$ cat src/rtl/dmem_arb_pkg.sv
// dmem_arb_pkg: owner encoding and default geometry shared by the data-memory arbiter files
package dmem_arb_pkg;
    localparam logic [1:0] OWN_NONE = 2'd0;
    localparam logic [1:0] OWN_IF = 2'd1;
    localparam logic [1:0] OWN_MEM = 2'd2;
    localparam int DEF_ADDR_W = 10;
    localparam int DEF_DATA_W = 32;
endpackage

$ cat src/rtl/dmem_arb_pick.sv
// dmem_arb_pick: 2-way one-hot picker, gnt[0]=IF gnt[1]=MEM, prio_if breaks a tie toward IF
module dmem_arb_pick (
    input  logic [1:0] reqs,
    input  logic       prio_if,
    output logic [1:0] gnt
);
    always_comb gnt = {reqs[1] & (~reqs[0] | ~prio_if), reqs[0] & (~reqs[1] | prio_if)};
endmodule

$ cat src/rtl/dmem_port_arbiter.sv
// dmem_port_arbiter: shares one 1-cycle-latency data RAM between IF and MEM; DMEM_ARB_RR_EN selects round-robin
module dmem_port_arbiter
    import dmem_arb_pkg::*;
#(
    parameter int ADDR_W = DEF_ADDR_W,
    parameter int DATA_W = DEF_DATA_W,
    parameter int MAX_WAIT = 3
) (
    input  logic              clk,
    input  logic              reset,
    input  logic              if_req,
    input  logic [31:0]       if_addr,
    output logic              if_gnt,
    output logic              if_rvalid,
    output logic [DATA_W-1:0] if_rdata,
    input  logic              mem_req,
    input  logic              mem_we,
    input  logic [31:0]       mem_addr,
    input  logic [DATA_W-1:0] mem_wdata,
    output logic              mem_gnt,
    output logic              mem_rvalid,
    output logic [DATA_W-1:0] mem_rdata,
    output logic              stall_if,
    output logic              stall_mem,
    output logic              ram_en,
    output logic              ram_we,
    output logic [ADDR_W-1:0] ram_addr,
    output logic [DATA_W-1:0] ram_wdata,
    input  logic [DATA_W-1:0] ram_rdata
);
    logic [1:0] owner;
    logic [1:0] gnt;
    logic       prio_if;
    logic       unused_addr;
    assign unused_addr = ^{if_addr[31:ADDR_W+2], if_addr[1:0], mem_addr[31:ADDR_W+2], mem_addr[1:0]};
    dmem_arb_pick u_pick (.reqs({mem_req, if_req}), .prio_if(prio_if), .gnt(gnt));
`ifdef DMEM_ARB_RR_EN
    logic rr_ptr;
    assign prio_if = rr_ptr;
    always_ff @(posedge clk)
        if (reset) rr_ptr <= 1'b0;
        else if (if_req && mem_req) rr_ptr <= ~rr_ptr;
`else
    localparam int CW = $clog2(MAX_WAIT + 1);
    logic [CW-1:0] wait_cnt;
    assign prio_if = (wait_cnt == CW'(MAX_WAIT));
    always_ff @(posedge clk)
        if (reset || !if_req || if_gnt) wait_cnt <= '0;
        else if (wait_cnt != CW'(MAX_WAIT)) wait_cnt <= wait_cnt + CW'(1);
`endif
    always_ff @(posedge clk)
        if (reset) owner <= OWN_NONE;
        else owner <= if_gnt ? OWN_IF : (mem_gnt && !mem_we) ? OWN_MEM : OWN_NONE;
    // everything is gated by reset so a pending read or a write in the reset cycle never escapes
    always_comb begin
        if_gnt = gnt[0] & ~reset;
        mem_gnt = gnt[1] & ~reset;
        stall_if = if_req & ~if_gnt & ~reset;
        stall_mem = mem_req & ~mem_gnt & ~reset;
        if_rvalid = (owner == OWN_IF) & ~reset;
        mem_rvalid = (owner == OWN_MEM) & ~reset;
        if_rdata = if_rvalid ? ram_rdata : '0;
        mem_rdata = mem_rvalid ? ram_rdata : '0;
        ram_en = if_gnt | mem_gnt;
        ram_we = mem_gnt & mem_we;
        ram_addr = mem_gnt ? mem_addr[ADDR_W+1:2] : if_gnt ? if_addr[ADDR_W+1:2] : '0;
        ram_wdata = ram_we ? mem_wdata : '0;
    end
endmodule

$ cat config.mk
export PLATFORM = sky130hd
export DESIGN_NAME = dmem_port_arbiter
export DESIGN_NICKNAME = d
export VERILOG_FILES = /design/src/rtl/dmem_arb_pkg.sv /design/src/rtl/dmem_arb_pick.sv /design/src/rtl/dmem_port_arbiter.sv
export SDC_FILE = /design/constraint.sdc
export NUM_CORES = 1
export LEC_CHECK = 0
export BUFFER_PORTS_ARGS = -buffer_cell sky130_fd_sc_hd__buf_2
export CAP_MARGIN = 10
export CORE_AREA = 2 2 97 99
export CTS_CLUSTER_DIAMETER = 100
export DETAILED_ROUTE_END_ITERATION = 10
export DIE_AREA = 0 0 99 101
export SLEW_MARGIN = 20
export SYNTH_ARGS = -nofsm -noshare
export SYNTH_HDL_FRONTEND = slang
export SYNTH_HIERARCHICAL = 1
export SYNTH_SLANG_ARGS = --single-unit
$ cat constraint.sdc
create_clock -name clk -period 2.2 [get_ports clk]
set_input_delay 0.11 -clock clk [delete_from_list [all_inputs] [get_ports clk]]
set_output_delay 0.11 -clock clk [all_outputs]
set_load 0.005 [all_outputs]
==> results of run 1 <==
registers in the layout, summed over array words and instances, names as in the netlist:
signal    flops
owner         2
wait_cnt      2
area by class of cell:
| cell class | count | area share |
|---|---|---|
| flip-flops and latches | 4 | 0.03699 |
| repair buffers | 208 | 0.4879 |
| clock buffers | 3 | 0.01908 |
| well taps | 111 | 0.06416 |
| multi-input cells | 125 | 0.3884 |
| inverters | 2 | 0.003468 |
stage by stage:
stage | hold WS (ns) | std cells | setup WS [ns] | total power [uW] | instance area, um^2
2_1_floorplan | 0.1816 | 143 | 0.7312 | 150.0 | 979.7
3_3_place_gp | 0.2917 | 450 | 0.6047 | 279.6 | 2123
3_5_place_dp | 0.2914 | 450 | 0.5630 | 285.1 | 2123
4_1_cts | 0.06315 | 453 | 0.3182 | 444.3 | 2165
5_1_grt | 0.07393 | 453 | 0.1862 | 470.6 | 2165
6_report | 0.06701 | 453 | 0.3426 | 438.3 | 2165
power by group:
| group | internal, uW | total, uW | switching (uW) |
|---|---|---|---|
| clock | 117 | 157 | 40.3 |
| combinational | 122 | 203 | 81.6 |
| sequential | 76.1 | 78.0 | 1.90 |
| total | 315 | 438 | 124 |
worst register-to-register path, stage by stage (launching register included):
cell and delay, ns:
dfxtp_1 0.31, ha_1 0.25, inv_1 0.07, a21boi_1 0.07
or3b_2 0.47, nor2_1 0.12
per-layer routing:
metal / vias up / share of wire
li1: 854 / -
met4: 0 / 0.020
met1: 726 / 0.35
met2: 105 / 0.52
met3: 6 / 0.11
met5: - / 0
kinds of logic (layout without fill, tap and decap cells):
logic type | after synthesis | count (layout) | share of synthesized area
compound gates | 12 | 12 | 0.1175
xor+xnor | 1 | 1 | 0.008942
fa+ha+maj | 1 | 1 | 0.01277
buf+inv | 14 | 213 | 0.06003
flops | 4 | 4 | 0.08174
mux | 1 | 1 | 0.01022
simple gates | 110 | 110 | 0.7088
worst max-delay path by stage:
stage	startpoint	end	slack [ns]	depth (start not counted)
5_1_grt	wait_cnt[0]$_SDFFE_PP0N_	ram_wdata[11]	0.19	6
3_3_place_gp	wait_cnt[0]$_SDFFE_PP0N_	ram_wdata[11]	0.60	6
6_report	wait_cnt[0]$_SDFFE_PP0N_	ram_wdata[31]	0.34	6
4_1_cts	wait_cnt[0]$_SDFFE_PP0N_	ram_wdata[20]	0.32	6
3_5_place_dp	wait_cnt[0]$_SDFFE_PP0N_	ram_wdata[20]	0.56	6
2_1_floorplan	wait_cnt[0]$_SDFFE_PP0N_	ram_addr[3]	0.73	5
cell usage in the layout, fill, tap and decap left out, drive strengths merged, types with 2 or more instances in the layout:
cell | synthesis | routed
nor3b | 3 | 3
buf | 5 | 208
a21boi | 2 | 2
and2 | 97 | 97
clkbuf | 7 | 3
nor2 | 5 | 5
dfxtp | 4 | 4
inv | 2 | 2
nor2b | 3 | 3
a32o | 10 | 10
==> metrics.txt, run 1 <==
antenna violations before repair 0; hold_sp mem_we; Final Setup Violations 0; post-CTS sizing 0; Data required, critical path 2.09 ns; Yosys top cell area share 0.6194; mean post-synth cell area 6.851 um^2; leakage power between 0.001 and 0.0015 uW; Post-synth top flop dfxtp_1; DRC Markers 0; Post-synth EDFFs 0; cts bufs inserted 3; global-route usage over all layers 0.07498; drt first-iter violations 10; max cap viols 0; Reg2Reg Depth 5; delay of the slowest cell on the worst path 0.31 ns; Sink Count 4; Worst-path clk slew 0.03 ns; cell count after synthesis 143; # hold bufs at CTS 0; GP Congestion 0.7194; final slew viol count 0; Synth Warn # 6; count leader, synth and2_1; Clock Skew 0.002414 ns; met2 Usage GRT 0.1372; Top Usage Layer GRT met2; Least-Margin Pin Slew about 0.25 ns; pwr dens just over 200 mW/mm^2; number of diodes 0; ys async rst share 0; Yosys cell types 16; CP Data Arrival Time 1.75 ns; met3 usage 0.01595; CP bufs+invs 2; DR pass1 iterations 4; Fillers 1011; CTS tree done; Longest Clk Path Bufs 2; Area growth syn-to-layout 120.9%; crit-path cells ha_1, a21boi_1, and3b_1, buf_4, and2_1, buf_2; setup bufs post-CTS 0; Wirelength per Cell 9.373 um; Setup crit start kind flip-flop; FF-to-FF Start wait_cnt[0]$_SDFFE_PP0N_; critical path class reg -> out; FP Rows 35; vias in the first global route 1464; first-pass GRT wire length 6265 um; RSZ-0062 raised after global routing no; Via density about 3.7; Hold Path Class in -> reg; IO Pins 247; share of cells above drive strength 1 0.6257; RR Endpoint wait_cnt[1]$_SDFFE_PP0N_; Max H-tree Level 1; crit path max-delay cell type dfxtp_1; R2R Setup Slk 0.85 ns; #FFs+latches synth 4; Hold Path End owner[1]$_SDFF_PP0_; period utilization 0.8443; WHS Path Cells 2; die area 0.009999 mm^2; Routed Wire Length 4246 um; synthesized net count 277; grt total ovfl 0; Synth area leader and2_1; CTS Root Cell clkbuf_8; CP top delay family simple AND/OR/NAND/NOR gates; met1 usage in global routing 0.08167; CP max FO 33; Register Area 80.08 um^2; Multi-input gate area 840.8 um^2; die height about 100 um; worst skew pair latency 0.22 ns; Post-DP HPWL around 3700 um; total negative slack 0 ns; post-synthesis cell area 979.7 um^2; max frequency 0.5384 GHz; Slew headroom 0.8300; Period minus WS final approximately 1.9 ns; top cells by count, synth 97 x and2_1, 10 x a32o_1, 7 x clkbuf_1; status complete, no violations; Final Util 0.2411; I/O Buffers 202; endpoint class of the critical path output pin; fin nets around 480; DR vias roughly 1700; die width 99 um; antenna viol nets, final 0; initial core utilization 0.1091; Core Footprint between 0.008 and 0.009 mm^2; largest net degree at the start of global routing 34; Fin. Hold Viols 0; Seq/Total Area, Yosys 0.08174; Peak supply drop about 110 uV; leading post-synthesis cells by cell area and2_1 62%, a32o_1 10%, dfxtp_1 8.2%
(Power assumes the default switching activity.)
==> inputs of run 2 (changes only) <==
- CORE_AREA: 2 2 97 99 -> 2 2 95 97
- DIE_AREA: 0 0 99 101 -> 0 0 97 99
- clock period: 2.2 -> 1.6 ns (I/O delays scaled with it)
==> run 2 against run 1 <==
Effect of this change:
- cell area grew 5.1%
- die area down 4.0%
- final cell count grew 0.66%
- via count is 0.12% lower
- clock skew is essentially flat
- critical path depth rose by 1
- count of clock-buffer cells in the layout unchanged
- global-route usage increased by 0.98 points
- clock power grew 38%
- sequential share of layout area decreased by 0.069 points
- core utilization grew 2.5 points
- sequential cell count unchanged
==> metrics.txt, run 2 (synthesis results as in run 1) <==
first-pass GRT wire length 6858 um; endpoint class of the critical path output pin; largest net degree at the start of global routing 34; most frequent cells in the layout 202 x buf_2, 97 x and2_1, 10 x a32o_1; Least-Margin Pin Slew around 0.26 ns; Post-DP HPWL 3719 um; FP Rows 34; Sink Count 4; worst skew pair latency 0.22 ns; critical path class reg -> out; Routed Wire Length 4481 um; CP top delay family buffers and inverters; DR pass1 iterations 5; hold_ws ~0.036 ns; Hold Path Class in -> reg; Worst-path clk slew around 0.030 ns; routed wl met3 400 um; die height slightly below 100 um; antenna viol nets, final 0; drt first-iter violations 24; CP Data Arrival Time 1.51 ns; leakage power 0.001474 uW; pwr dens ~280 mW/mm^2; max frequency approximately 0.63 GHz; Peak supply drop approximately 240 uV; Wirelength per Cell roughly 9.8 um; GP Congestion between 0.6 and 0.7; Worst Slack Setup Final 0.006439 ns; status complete, no violations; global-route usage over all layers 0.08477; Period minus WS final 1.594 ns; CTS tree done; vias in the first global route around 1500; die width between 90 and 100 um; Metal-1 WL roughly 1600 um; Fillers 950; crit path max-delay cell type dfxtp_2; CTS Root Cell clkbuf_8; Slew headroom 0.8251; uppermost layer routed met4; final slew viol count 0; routed wl met2 2409 um; IO Pins 247; initial core utilization 0.1146; DRC Markers 0; CP dominant cell by count buf_6; top flop regs owner x2, wait_cnt x2; CP max FO 6; Core Footprint 0.008551 mm^2; Via density 3.704; Final Setup Violations 0; Longest Clk Path Bufs 2; max cap viols 0; period utilization 0.9960; crit-path cells ha_4, a21boi_4, buf_6, nor2b_4, buf_6, a32o_1, buf_2; delay of the slowest cell on the worst path 0.32 ns; antenna violations before repair 0; # hold bufs at CTS 0; cts bufs inserted 3; share of cells above drive strength 1 0.6523; I/O Buffers 202; fin nets 484; grt total ovfl 0; number of diodes 0; Fin. Hold Viols 0; DP Worst Slack between 0.03 and 0.04 ns; Setup crit start kind flip-flop; CP bufs+invs 3; Area growth syn-to-layout 132.2%; total negative slack 0 ns; Data required, critical path 1.52 ns; RSZ-0062 raised after global routing yes; Clock Skew 0.002739 ns; DR vias 1689; commonest non-fill, non-tap cell in the layout buf_2; Power, Total approximately 630 uW; die area slightly below 0.01 mm^2; Max H-tree Level 1
-- run 2: layout make-up --
class                           count  area (um^2)  share of cell area
Clock buffer                        3        41.29             0.01815
Inverter                            2        7.507            0.003300
Multi-Input combinational cell    125        883.3              0.3883
Sequential cell                     4        82.58             0.03630
Tap cell                          108        135.1             0.05941
Timing Repair Buffer              214         1125              0.4945
-- run 2: per-stage QoR --
step | std cells | utilization | area [um^2]
2_1_floorplan | 143 | - | 979.7
3_3_place_gp | 448 | 0.2502 | 2140
3_5_place_dp | 448 | 0.2502 | 2140
4_1_cts | 454 | 0.2627 | 2246
5_1_grt | 456 | 0.2660 | 2275
6_report | 456 | 0.2660 | 2275
-- run 2: report_power, final --
group          internal [uW]  switching (uW)
registers                105            3.00
logic                    186             121
clock network            161            56.6
total                    452             180
-- run 2: final timing paths --
path	from	endpoint	slack (ns)	cells after the start
setup / recovery	wait_cnt[1]$_SDFFE_PP0N_	ram_addr[0]	0.006	7
hold / removal	mem_we	owner[1]$_SDFF_PP0_	0.04	2
setup reg to reg	wait_cnt[1]$_SDFFE_PP0N_	owner[1]$_SDFF_PP0_	0.39	5
hold reg to reg	wait_cnt[1]$_SDFFE_PP0N_	wait_cnt[1]$_SDFFE_PP0N_	0.52	2
-- run 2: layer usage --
metal / up-vias / GRT usage
met4: 0 / 0.03467
met1: 714 / 0.08603
met5: - / 0
met3: 6 / 0.01702
li1: 866 / -
met2: 103 / 0.1677
-- run 2: worst register-to-register path, delay by kind of cell, from the launching register on --
kind / cells / cell delay (ns)
AOI/OAI and AO/OA: 1 / 0.16
DFF: 1 / 0.32
buffers and inverters: 1 / 0.12
adders and majority gates: 1 / 0.17
and+or+nand+nor: 2 / 0.36
-- run 2: timing repair --
action / 4_1_cts / 5_1_grt
resized for setup: 14 / 3
buffers inserted: 2 / 2
pin swaps: 5 / 3
cloned: 1 / 0
endpoints found under the setup margin: 46 / 44
